--- src/rtl/fabric_result_queue_if.sv ---
// Bundled request, fabric, kill and result signals of fabric_result_queue.
// The slave modport is the queue's view; master is the driving side.
interface fabric_result_queue_if;
   logic        req_valid_i;
   logic        req_ready_o;
   logic [3:0]  req_id_i;
   logic [4:0]  req_rd_i;
   logic [31:0] req_rs1_i;
   logic [31:0] req_rs2_i;
   logic [6:0]  req_latency_i;
   logic [31:0] fabric_rs1_o;
   logic [31:0] fabric_rs2_o;
   logic        fabric_start_o;
   logic [31:0] fabric_result_i;
   logic        fabric_done_i;
   logic        kill_valid_i;
   logic [3:0]  kill_id_i;
   logic        res_valid_o;
   logic        res_ready_i;
   logic [3:0]  res_id_o;
   logic [4:0]  res_rd_o;
   logic [31:0] res_data_o;
   logic        res_err_o;
   logic        busy_o;

   modport slave (
      input  req_valid_i, req_id_i, req_rd_i, req_rs1_i, req_rs2_i, req_latency_i,
      input  fabric_result_i, fabric_done_i, kill_valid_i, kill_id_i, res_ready_i,
      output req_ready_o, fabric_rs1_o, fabric_rs2_o, fabric_start_o,
      output res_valid_o, res_id_o, res_rd_o, res_data_o, res_err_o, busy_o
   );

   modport master (
      output req_valid_i, req_id_i, req_rd_i, req_rs1_i, req_rs2_i, req_latency_i,
      output fabric_result_i, fabric_done_i, kill_valid_i, kill_id_i, res_ready_i,
      input  req_ready_o, fabric_rs1_o, fabric_rs2_o, fabric_start_o,
      input  res_valid_o, res_id_o, res_rd_o, res_data_o, res_err_o, busy_o
   );
endinterface

--- src/rtl/fabric_result_queue.sv ---
// Launches one fabric operation at a time and queues its tagged result in a
// register-based first-word-fall-through FIFO.
module fabric_result_queue #(
   parameter int unsigned DEPTH    = 4,
   parameter bit          USE_DONE = 1'b1
) (
   input  logic                 clk_i,
   input  logic                 rst_i,
   fabric_result_queue_if.slave bus
);
   localparam int unsigned   AW   = (DEPTH > 1) ? $clog2(DEPTH) : 1;
   localparam int unsigned   CW   = $clog2(DEPTH + 1);
   localparam logic [CW-1:0] FULL = CW'(DEPTH);

   typedef enum logic {IDLE, RUN} state_t;

   typedef struct packed {
      logic [3:0]  id;
      logic [4:0]  rd;
      logic [31:0] data;
      logic        err;
   } entry_t;

   state_t        state;
   logic [6:0]    counter;
   logic          timeout_en;
   logic [3:0]    cur_id;
   logic [4:0]    cur_rd;
   entry_t        mem [DEPTH];
   logic [AW-1:0] wr_ptr;
   logic [AW-1:0] rd_ptr;
   logic [CW-1:0] count;
   logic          accept;
   logic          pop;
   logic          kill_hit;
   logic          push;
   entry_t        push_entry;

   assign bus.req_ready_o = (state == IDLE) && (count < FULL);
   assign bus.busy_o      = (state == RUN);
   assign bus.res_valid_o = (count != '0);
   assign {bus.res_id_o, bus.res_rd_o, bus.res_data_o, bus.res_err_o} = mem[rd_ptr];

   // A matching kill suppresses any completion in the same cycle.
   always_comb begin
      accept     = bus.req_valid_i && bus.req_ready_o;
      pop        = bus.res_valid_o && bus.res_ready_i;
      kill_hit   = (state == RUN) && bus.kill_valid_i && (bus.kill_id_i == cur_id);
      push       = 1'b0;
      push_entry = '{id: cur_id, rd: cur_rd, data: bus.fabric_result_i, err: 1'b0};
      if ((state == RUN) && !kill_hit) begin
         if (USE_DONE) begin
            if (bus.fabric_done_i) begin
               push = 1'b1;
            end else if (timeout_en && (counter == '0)) begin
               push           = 1'b1;
               push_entry.err = 1'b1;
            end
         end else if (counter == '0) begin
            push = 1'b1;
         end
      end
   end

   always_ff @(posedge clk_i) begin
      if (rst_i) begin
         state              <= IDLE;
         counter            <= '0;
         timeout_en         <= 1'b0;
         cur_id             <= '0;
         cur_rd             <= '0;
         bus.fabric_start_o <= 1'b0;
         bus.fabric_rs1_o   <= '0;
         bus.fabric_rs2_o   <= '0;
         wr_ptr             <= '0;
         rd_ptr             <= '0;
         count              <= '0;
      end else begin
         bus.fabric_start_o <= accept;
         case (state)
            IDLE: begin
               if (accept) begin
                  cur_id           <= bus.req_id_i;
                  cur_rd           <= bus.req_rd_i;
                  bus.fabric_rs1_o <= bus.req_rs1_i;
                  bus.fabric_rs2_o <= bus.req_rs2_i;
                  counter          <= bus.req_latency_i;
                  timeout_en       <= (bus.req_latency_i != '0);
                  state            <= RUN;
               end
            end
            RUN: begin
               if (counter != '0) counter <= counter - 1'b1;
               if (kill_hit || push) state <= IDLE;
            end
            default: state <= IDLE;
         endcase
         if (push) wr_ptr <= wr_ptr + 1'b1;
         if (pop)  rd_ptr <= rd_ptr + 1'b1;
         case ({push, pop})
            2'b10:   count <= count + 1'b1;
            2'b01:   count <= count - 1'b1;
            default: ;
         endcase
         assert (!(push && (count == FULL))) else $error("push into full result FIFO");
      end
   end

   always_ff @(posedge clk_i) begin
      if (push) mem[wr_ptr] <= push_entry;
   end
endmodule

--- src/flat_wrapper.sv ---
// flat-port wrapper written by rule: the top's interface ports become plain ports
module fabric_result_queue_flat 
#(
   parameter int unsigned DEPTH    = 4,
   parameter bit          USE_DONE = 1'b1
)
  (clk_i, rst_i, bus_req_valid_i, bus_req_id_i, bus_req_rd_i, bus_req_rs1_i, bus_req_rs2_i, bus_req_latency_i, bus_fabric_result_i, bus_fabric_done_i, bus_kill_valid_i, bus_kill_id_i, bus_res_ready_i, bus_req_ready_o, bus_fabric_rs1_o, bus_fabric_rs2_o, bus_fabric_start_o, bus_res_valid_o, bus_res_id_o, bus_res_rd_o, bus_res_data_o, bus_res_err_o, bus_busy_o);
  fabric_result_queue_if bus_i ();
  input  logic clk_i;
  input  logic rst_i;
  input wire logic [$bits(bus_i.req_valid_i)-1:0] bus_req_valid_i;
  input wire logic [$bits(bus_i.req_id_i)-1:0] bus_req_id_i;
  input wire logic [$bits(bus_i.req_rd_i)-1:0] bus_req_rd_i;
  input wire logic [$bits(bus_i.req_rs1_i)-1:0] bus_req_rs1_i;
  input wire logic [$bits(bus_i.req_rs2_i)-1:0] bus_req_rs2_i;
  input wire logic [$bits(bus_i.req_latency_i)-1:0] bus_req_latency_i;
  input wire logic [$bits(bus_i.fabric_result_i)-1:0] bus_fabric_result_i;
  input wire logic [$bits(bus_i.fabric_done_i)-1:0] bus_fabric_done_i;
  input wire logic [$bits(bus_i.kill_valid_i)-1:0] bus_kill_valid_i;
  input wire logic [$bits(bus_i.kill_id_i)-1:0] bus_kill_id_i;
  input wire logic [$bits(bus_i.res_ready_i)-1:0] bus_res_ready_i;
  output wire logic [$bits(bus_i.req_ready_o)-1:0] bus_req_ready_o;
  output wire logic [$bits(bus_i.fabric_rs1_o)-1:0] bus_fabric_rs1_o;
  output wire logic [$bits(bus_i.fabric_rs2_o)-1:0] bus_fabric_rs2_o;
  output wire logic [$bits(bus_i.fabric_start_o)-1:0] bus_fabric_start_o;
  output wire logic [$bits(bus_i.res_valid_o)-1:0] bus_res_valid_o;
  output wire logic [$bits(bus_i.res_id_o)-1:0] bus_res_id_o;
  output wire logic [$bits(bus_i.res_rd_o)-1:0] bus_res_rd_o;
  output wire logic [$bits(bus_i.res_data_o)-1:0] bus_res_data_o;
  output wire logic [$bits(bus_i.res_err_o)-1:0] bus_res_err_o;
  output wire logic [$bits(bus_i.busy_o)-1:0] bus_busy_o;
  assign bus_i.req_valid_i = bus_req_valid_i;
  assign bus_i.req_id_i = bus_req_id_i;
  assign bus_i.req_rd_i = bus_req_rd_i;
  assign bus_i.req_rs1_i = bus_req_rs1_i;
  assign bus_i.req_rs2_i = bus_req_rs2_i;
  assign bus_i.req_latency_i = bus_req_latency_i;
  assign bus_i.fabric_result_i = bus_fabric_result_i;
  assign bus_i.fabric_done_i = bus_fabric_done_i;
  assign bus_i.kill_valid_i = bus_kill_valid_i;
  assign bus_i.kill_id_i = bus_kill_id_i;
  assign bus_i.res_ready_i = bus_res_ready_i;
  assign bus_req_ready_o = bus_i.req_ready_o;
  assign bus_fabric_rs1_o = bus_i.fabric_rs1_o;
  assign bus_fabric_rs2_o = bus_i.fabric_rs2_o;
  assign bus_fabric_start_o = bus_i.fabric_start_o;
  assign bus_res_valid_o = bus_i.res_valid_o;
  assign bus_res_id_o = bus_i.res_id_o;
  assign bus_res_rd_o = bus_i.res_rd_o;
  assign bus_res_data_o = bus_i.res_data_o;
  assign bus_res_err_o = bus_i.res_err_o;
  assign bus_busy_o = bus_i.busy_o;
  fabric_result_queue #(.DEPTH(DEPTH), .USE_DONE(USE_DONE)) u_core (.clk_i(clk_i), .rst_i(rst_i), .bus(bus_i));
endmodule
--- config.mk ---
export PLATFORM = sky130hd
export DESIGN_NAME = fabric_result_queue_flat
export DESIGN_NICKNAME = d
export VERILOG_FILES = /design/src/rtl/fabric_result_queue_if.sv /design/src/rtl/fabric_result_queue.sv /design/src/flat_wrapper.sv
export SDC_FILE = /design/constraint.sdc
export NUM_CORES = 1
export LEC_CHECK = 0
export ABC_CLOCK_PERIOD_IN_PS = 4900
export CAP_MARGIN = 0
export CORE_AREA = 4 4 156 128
export CTS_BUF_LIST = sky130_fd_sc_hd__clkbuf_16
export CTS_CLUSTER_DIAMETER = 50
export DETAILED_ROUTE_END_ITERATION = 16
export DIE_AREA = 0 0 160 132
export PLACE_DENSITY = 0.86
export SLEW_MARGIN = 30
export SYNTH_ARGS = -nofsm -noshare
export SYNTH_HDL_FRONTEND = slang
export SYNTH_SLANG_ARGS = --single-unit
--- constraint.sdc ---
create_clock -name clk_i -period 4.9 [get_ports clk_i]
set_input_delay 0.98 -clock clk_i [delete_from_list [all_inputs] [get_ports clk_i]]
set_output_delay 0.98 -clock clk_i [all_outputs]
set_load 0.005 [all_outputs]
Word-level counts from Yosys, hierarchy flattened
Memories as Yosys holds them, arrays and structs flattened. A register that Yosys moved wholly into a read port is not among the register bits. Index checks and enable logic that the tools add are counted.

$add $sub $neg: 5. $lt $le $gt $ge: 1. Eq/ne operators: 5. Muxes and demuxes: 16. Bitwise logic cells: 1. Reduce and logical (&&, ||, !) cells: 16.

Operator list (number): $mux W7 (2); $pmux W7 S2 (1); $reduce_bool A7 Y1 (2); $mux W1 (9); $logic_and A1 B1 Y1 (7); $logic_not A7 Y1 (1); $sub A7 B1 Y7 const B (1); $pmux W3 S2 (1); $add A2 B1 Y2 const B (2); $eq A4 B4 Y1 (1); $mux W2 (2); $reduce_and A2 Y1 (2); $add A3 B1 Y3 const B (1); $lt A3 B3 Y1 const B (1); $reduce_bool A3 Y1 (1); $sub A3 B1 Y3 const B (1); $eq A2 B1 Y1 const B (1); $eq A2 B2 Y1 const B (1); $ne A2 B1 Y1 const B (1); $ne A2 B2 Y1 const B (1); $pmux W1 S2 (1); $reduce_bool A2 Y1 (1); $logic_not A1 Y1 (1); $logic_or A1 B1 Y1 (1); $not A1 Y1 (1).

Bits in registers: 90. Bits in writable memories: 168. Bits of input ports: 122. Word-level logic and storage cells: 56. Memories: 1.

Memories: u_core.mem (words 4, width 42, rd ports 1, clocked after Yosys merged registers in 1, write ports 1, RTL line fabric_result_queue.sv:29) `entry_t mem [DEPTH];`.

Logic depth before layout (Yosys ltp)
Word-level depth: 8. Gate-level depth with buffers: 12.

Worst setup path after synthesis
Ideal clock, no wire load.

Path kind: input-to-reg. From: in bus_kill_id_i[0]. To: mem u_core.mem[0][0] (netlist name) (enable). Library setup time: 403 ps. Data arrival time: 2698 ps. Data required time: 4497 ps. Setup slack: 1799 ps. Stages on the path: 4. Buffers on the path: 0. Cells stage by stage: xor2_1 nor3_1 a311oi_4 and2_1.

Cells in the longest elaborated chain, start to end: 7.

RTL lines: start: declaration (RTL line flat_wrapper.sv:20) `input wire logic [$bits(bus_i.kill_id_i)-1:0] bus_kill_id_i;`; $eq A4 B4 Y1 (RTL line fabric_result_queue.sv:48) `kill_hit = (state == RUN) && bus.kill_valid_i && (bus.kill_id_i == cur_id);`; $logic_and A1 B1 Y1 (RTL line fabric_result_queue.sv:48); $logic_not A1 Y1 (RTL line fabric_result_queue.sv:51) `if ((state == RUN) && !kill_hit) begin`; $logic_and A1 B1 Y1 (RTL line fabric_result_queue.sv:51); $mux W1 (RTL line fabric_result_queue.sv:51); $mux W1 (RTL line fabric_result_queue.sv:110) `if (push) mem[wr_ptr] <= push_entry;`; $mux W1 (not written as such) (RTL line fabric_result_queue.sv:110); end: declaration (RTL line fabric_result_queue.sv:29).

No other way between the ends.

==> results.md <==
- Clock Sinks: 260
- Root Driver: clkbuf_16
- Place WS: 1.13 ns
- Wire per inst: 20.1 um
- Critical path endpoint category: output pin
- Internal power: 4.12 mW
- Setup TNS: 0 ns
- Yosys reg bits: 260
- CTS clk-pin slew, worst paths: 0.06 ns
- Worst skew pair latency: 0.52 ns
- Via count: 6193
- Most common cell after layout, fill and taps aside: clkdlybuf4s50_1
- Worst path arrival time: 2.59 ns
- Layout Nets: 1027
- Starting DRT DRC Count: 456
- I/O pins: 232
- Setup ws final: 1.33 ns
- CTS tree: yes
- Area of the core: 18600 um^2
- VDD IR max: 0.271 mV
- Lkg Pwr: 4.39 nW
- CTS buffer count: 26
- Post-CTS Hold Fix Bufs: 0
- Synth unique cells: 43
- Power Dens Cells: 420 nW/um^2
- Fmax achieved: 280 MHz
- Reg power frac: 0.479
- Setup Skew: 0.0115 ns
- Max Slew Vio Count: 0
- Largest net degree at the start of global routing: 93
- Launching point of the worst reg2reg path: u_core.cur_id[0]
- Final hold vios: 0
- CTS max path bufs: 3
- Worst R2R End: u_core.count[2]
- Final setup vio count: 0
- Setup Fix Bufs, Post-CTS: 0
- Slew HR: 0.442
- Die width: 160 um
- R2R setup slack: 2.08 ns
- Area grow syn2layout: 34.4%
- PortBufs: 231
- Hold EP: u_core.bus.fabric_rs1_o[19]
- R2R depth: 10
- HP Start: u_core.bus.fabric_rs1_o[19]
- Syn Inst Count: 671
- Switching power total: 1.33 mW
- Routed WL: 23.2 mm
- Switching share of power: 0.245
- Slew @ Worst Pin: 0.838 ns
- Crit path kind: flip-flop to output pin
- Mapped cell area: 9650 um^2
- CP max FO: 42
- DR DRC count: 0
- Vias per cell: 5.37
- Cts repair resizes: 0
- Clock power share: 0.339
- CP required: 3.92 ns
- Layout cell share with drive strength beyond 1: 0.116
- Max Cap Viol: 0
- Register area share after synthesis: 0.714
- CP Launch Type: flip-flop
- Total nets after synthesis: 801
- Most frequent cells in the layout: clkdlybuf4s50_1, edfxtp_1, nand2_1
- Combinational share of power: 0.183
- Detailed placement HPWL: 15.4 mm
- CTS H-Tree Depth: 1
- Die Y: 132 um
- Syn. warnings: 0
- Remaining Overflow, GRT: 0
- FILL cells: 1250
- Detailed Routing Iterations Pass 1: 5
- Number of global-route vias before repair: 6537
- Gr usage total: 0.216
- Placer Congestion: 0.855
- Starting Density: 0.519
- Status: complete, no violations
- First-pass GRT wire length: 36.1 mm
- Antenna viol nets, final: 0
- Initial antenna violation count: 2
- Worst hold path class: flip-flop to flip-flop
- Average size of a mapped cell: 14.4 um^2
- Die area: 21100 um^2
- Period Utilization, post-route: 0.729
- Final worst path period need: 3.57 ns
- Rows: 45
- Number of cells on the worst hold path: 2
- RSZ-0062 raised after global routing: false
==> metal layers <==
metal	global-route usage	part of all wire	up-vias
met4	0.0659	0.033	0
met3	0.0778	0.094	49
met2	0.357	0.49	259
li1	-	-	2907
met1	0.270	0.39	2978
met5	0	0	-
==> cells by family (layout without fill, tap and decap cells) <==
group / Yosys count / in the layout / share of synthesized area
and+or+nand+nor: 199 / 199 / 0.0844
buffers and inverters: 50 / 296 / 0.0214
muxes: 44 / 44 / 0.101
other: 0 / 2 / 0
DFF: 260 / 260 / 0.714
xor gates and xnor gates: 8 / 8 / 0.00726
adders and majority gates: 8 / 8 / 0.0111
AOI/OAI and AO/OA: 102 / 102 / 0.0617
==> per-stage QoR <==
stage / hold slack [ns] / total power, mW / utilization / cells / cell area [um^2]
floorplan: 0.453 / 3.11 / - / 671 / 9650
global placement: 0.441 / 3.64 / 0.654 / 1104 / 12200
detailed placement: 0.446 / 3.66 / 0.654 / 1104 / 12200
CTS: 0.454 / 5.51 / 0.698 / 1152 / 13000
global route: 0.470 / 5.71 / 0.698 / 1154 / 13000
finish: 0.453 / 5.45 / 0.698 / 1154 / 13000
==> how the worst max path moves through the flow <==
stage,startpoint,endpoint,slack [ns]
5_1_grt,flip-flop,bus_res_rd_o[1],1.13
3_5_place_dp,bus_kill_id_i[0],u_core.count[2],1.13
2_1_floorplan,bus_kill_id_i[0],u_core.mem[0][0],1.80
3_3_place_gp,bus_kill_id_i[0],u_core.count[2],1.15
4_1_cts,flip-flop,bus_res_rd_o[1],1.24
6_report,flip-flop,bus_res_rd_o[1],1.33
==> final cells by class <==
type / instances / area [um^2] / share of cell area
Antenna cell: 2 / 5.00 / 0.000386
Timing Repair Buffer: 238 / 2370 / 0.182
Sequential cell: 260 / 6890 / 0.531
Multi-Input combinational cell: 361 / 2570 / 0.198
Clock inverter: 21 / 136 / 0.0105
Inverter: 10 / 37.5 / 0.00289
Clock buffer: 27 / 676 / 0.0521
Tap cell: 235 / 294 / 0.0227
==> worst max-delay path, stage by stage (launching register included) <==
cell,delay (ns)
dfxtp_4,0.90
mux4_2,0.64
clkdlybuf4s50_1,0.52
==> synthesized netlist by cell type <==
master / count / area, um^2
a211o_2: 1 / 10.0
a21o_2: 1 / 8.76
a21oi_1: 81 / 405
a221oi_1: 1 / 8.76
a22oi_1: 1 / 7.51
a2bb2oi_1: 1 / 8.76
a311o_1: 1 / 10.0
a311oi_1: 1 / 8.76
a311oi_4: 1 / 26.3
a31o_2: 1 / 8.76
a31oi_1: 2 / 12.5
a31oi_2: 1 / 12.5
a32oi_1: 1 / 8.76
and2_1: 5 / 31.3
and3_1: 1 / 6.26
buf_1: 5 / 18.8
buf_2: 15 / 75.1
clkbuf_1: 20 / 75.1
dfxtp_1: 92 / 1840
edfxtp_1: 168 / 5040
fa_1: 1 / 20.0
ha_1: 7 / 87.6
inv_1: 10 / 37.5
mux2_4: 1 / 15.0
mux2i_1: 1 / 10.0
mux4_2: 42 / 946
nand2_1: 160 / 601
nand3_1: 7 / 35.0
nand4b_1: 1 / 8.76
nor2_1: 15 / 56.3
nor2_2: 1 / 6.26
nor3_1: 4 / 20.0
nor3b_1: 1 / 7.51
nor4_1: 1 / 6.26
nor4b_4: 1 / 23.8
o21ai_0: 1 / 5.00
o221ai_1: 1 / 8.76
o22ai_1: 3 / 18.8
o31a_1: 1 / 8.76
o32ai_1: 2 / 17.5
or3_1: 2 / 12.5
xnor2_1: 2 / 17.5
xor2_1: 6 / 52.6
==> registers in the layout, summed over array words and instances (netlist names), named ones only <==
name and count:
u_core.bus.fabric_rs2_o 32, u_core.rd_ptr 2, u_core.counter 7, u_core.count 3, u_core.bus.fabric_rs1_o 32, u_core.cur_rd 5, u_core.wr_ptr 2, u_core.cur_id 4
u_core.timeout_en 1, u_core.bus.busy_o 1, u_core.mem 168, u_core.bus.fabric_start_o 1
==> power by group through the flow <==
stage | clock, mW | combinational (mW) | sequential, mW
global placement | 0 | 0.986 | 2.65
CTS | 1.89 | 1.01 | 2.62
finish | 1.85 | 0.995 | 2.61
global route | 1.99 | 1.08 | 2.64
detailed placement | 0 | 1.00 | 2.66
floorplan | 0 | 0.555 | 2.56
Note: power is estimated with default switching activity, not from simulation.
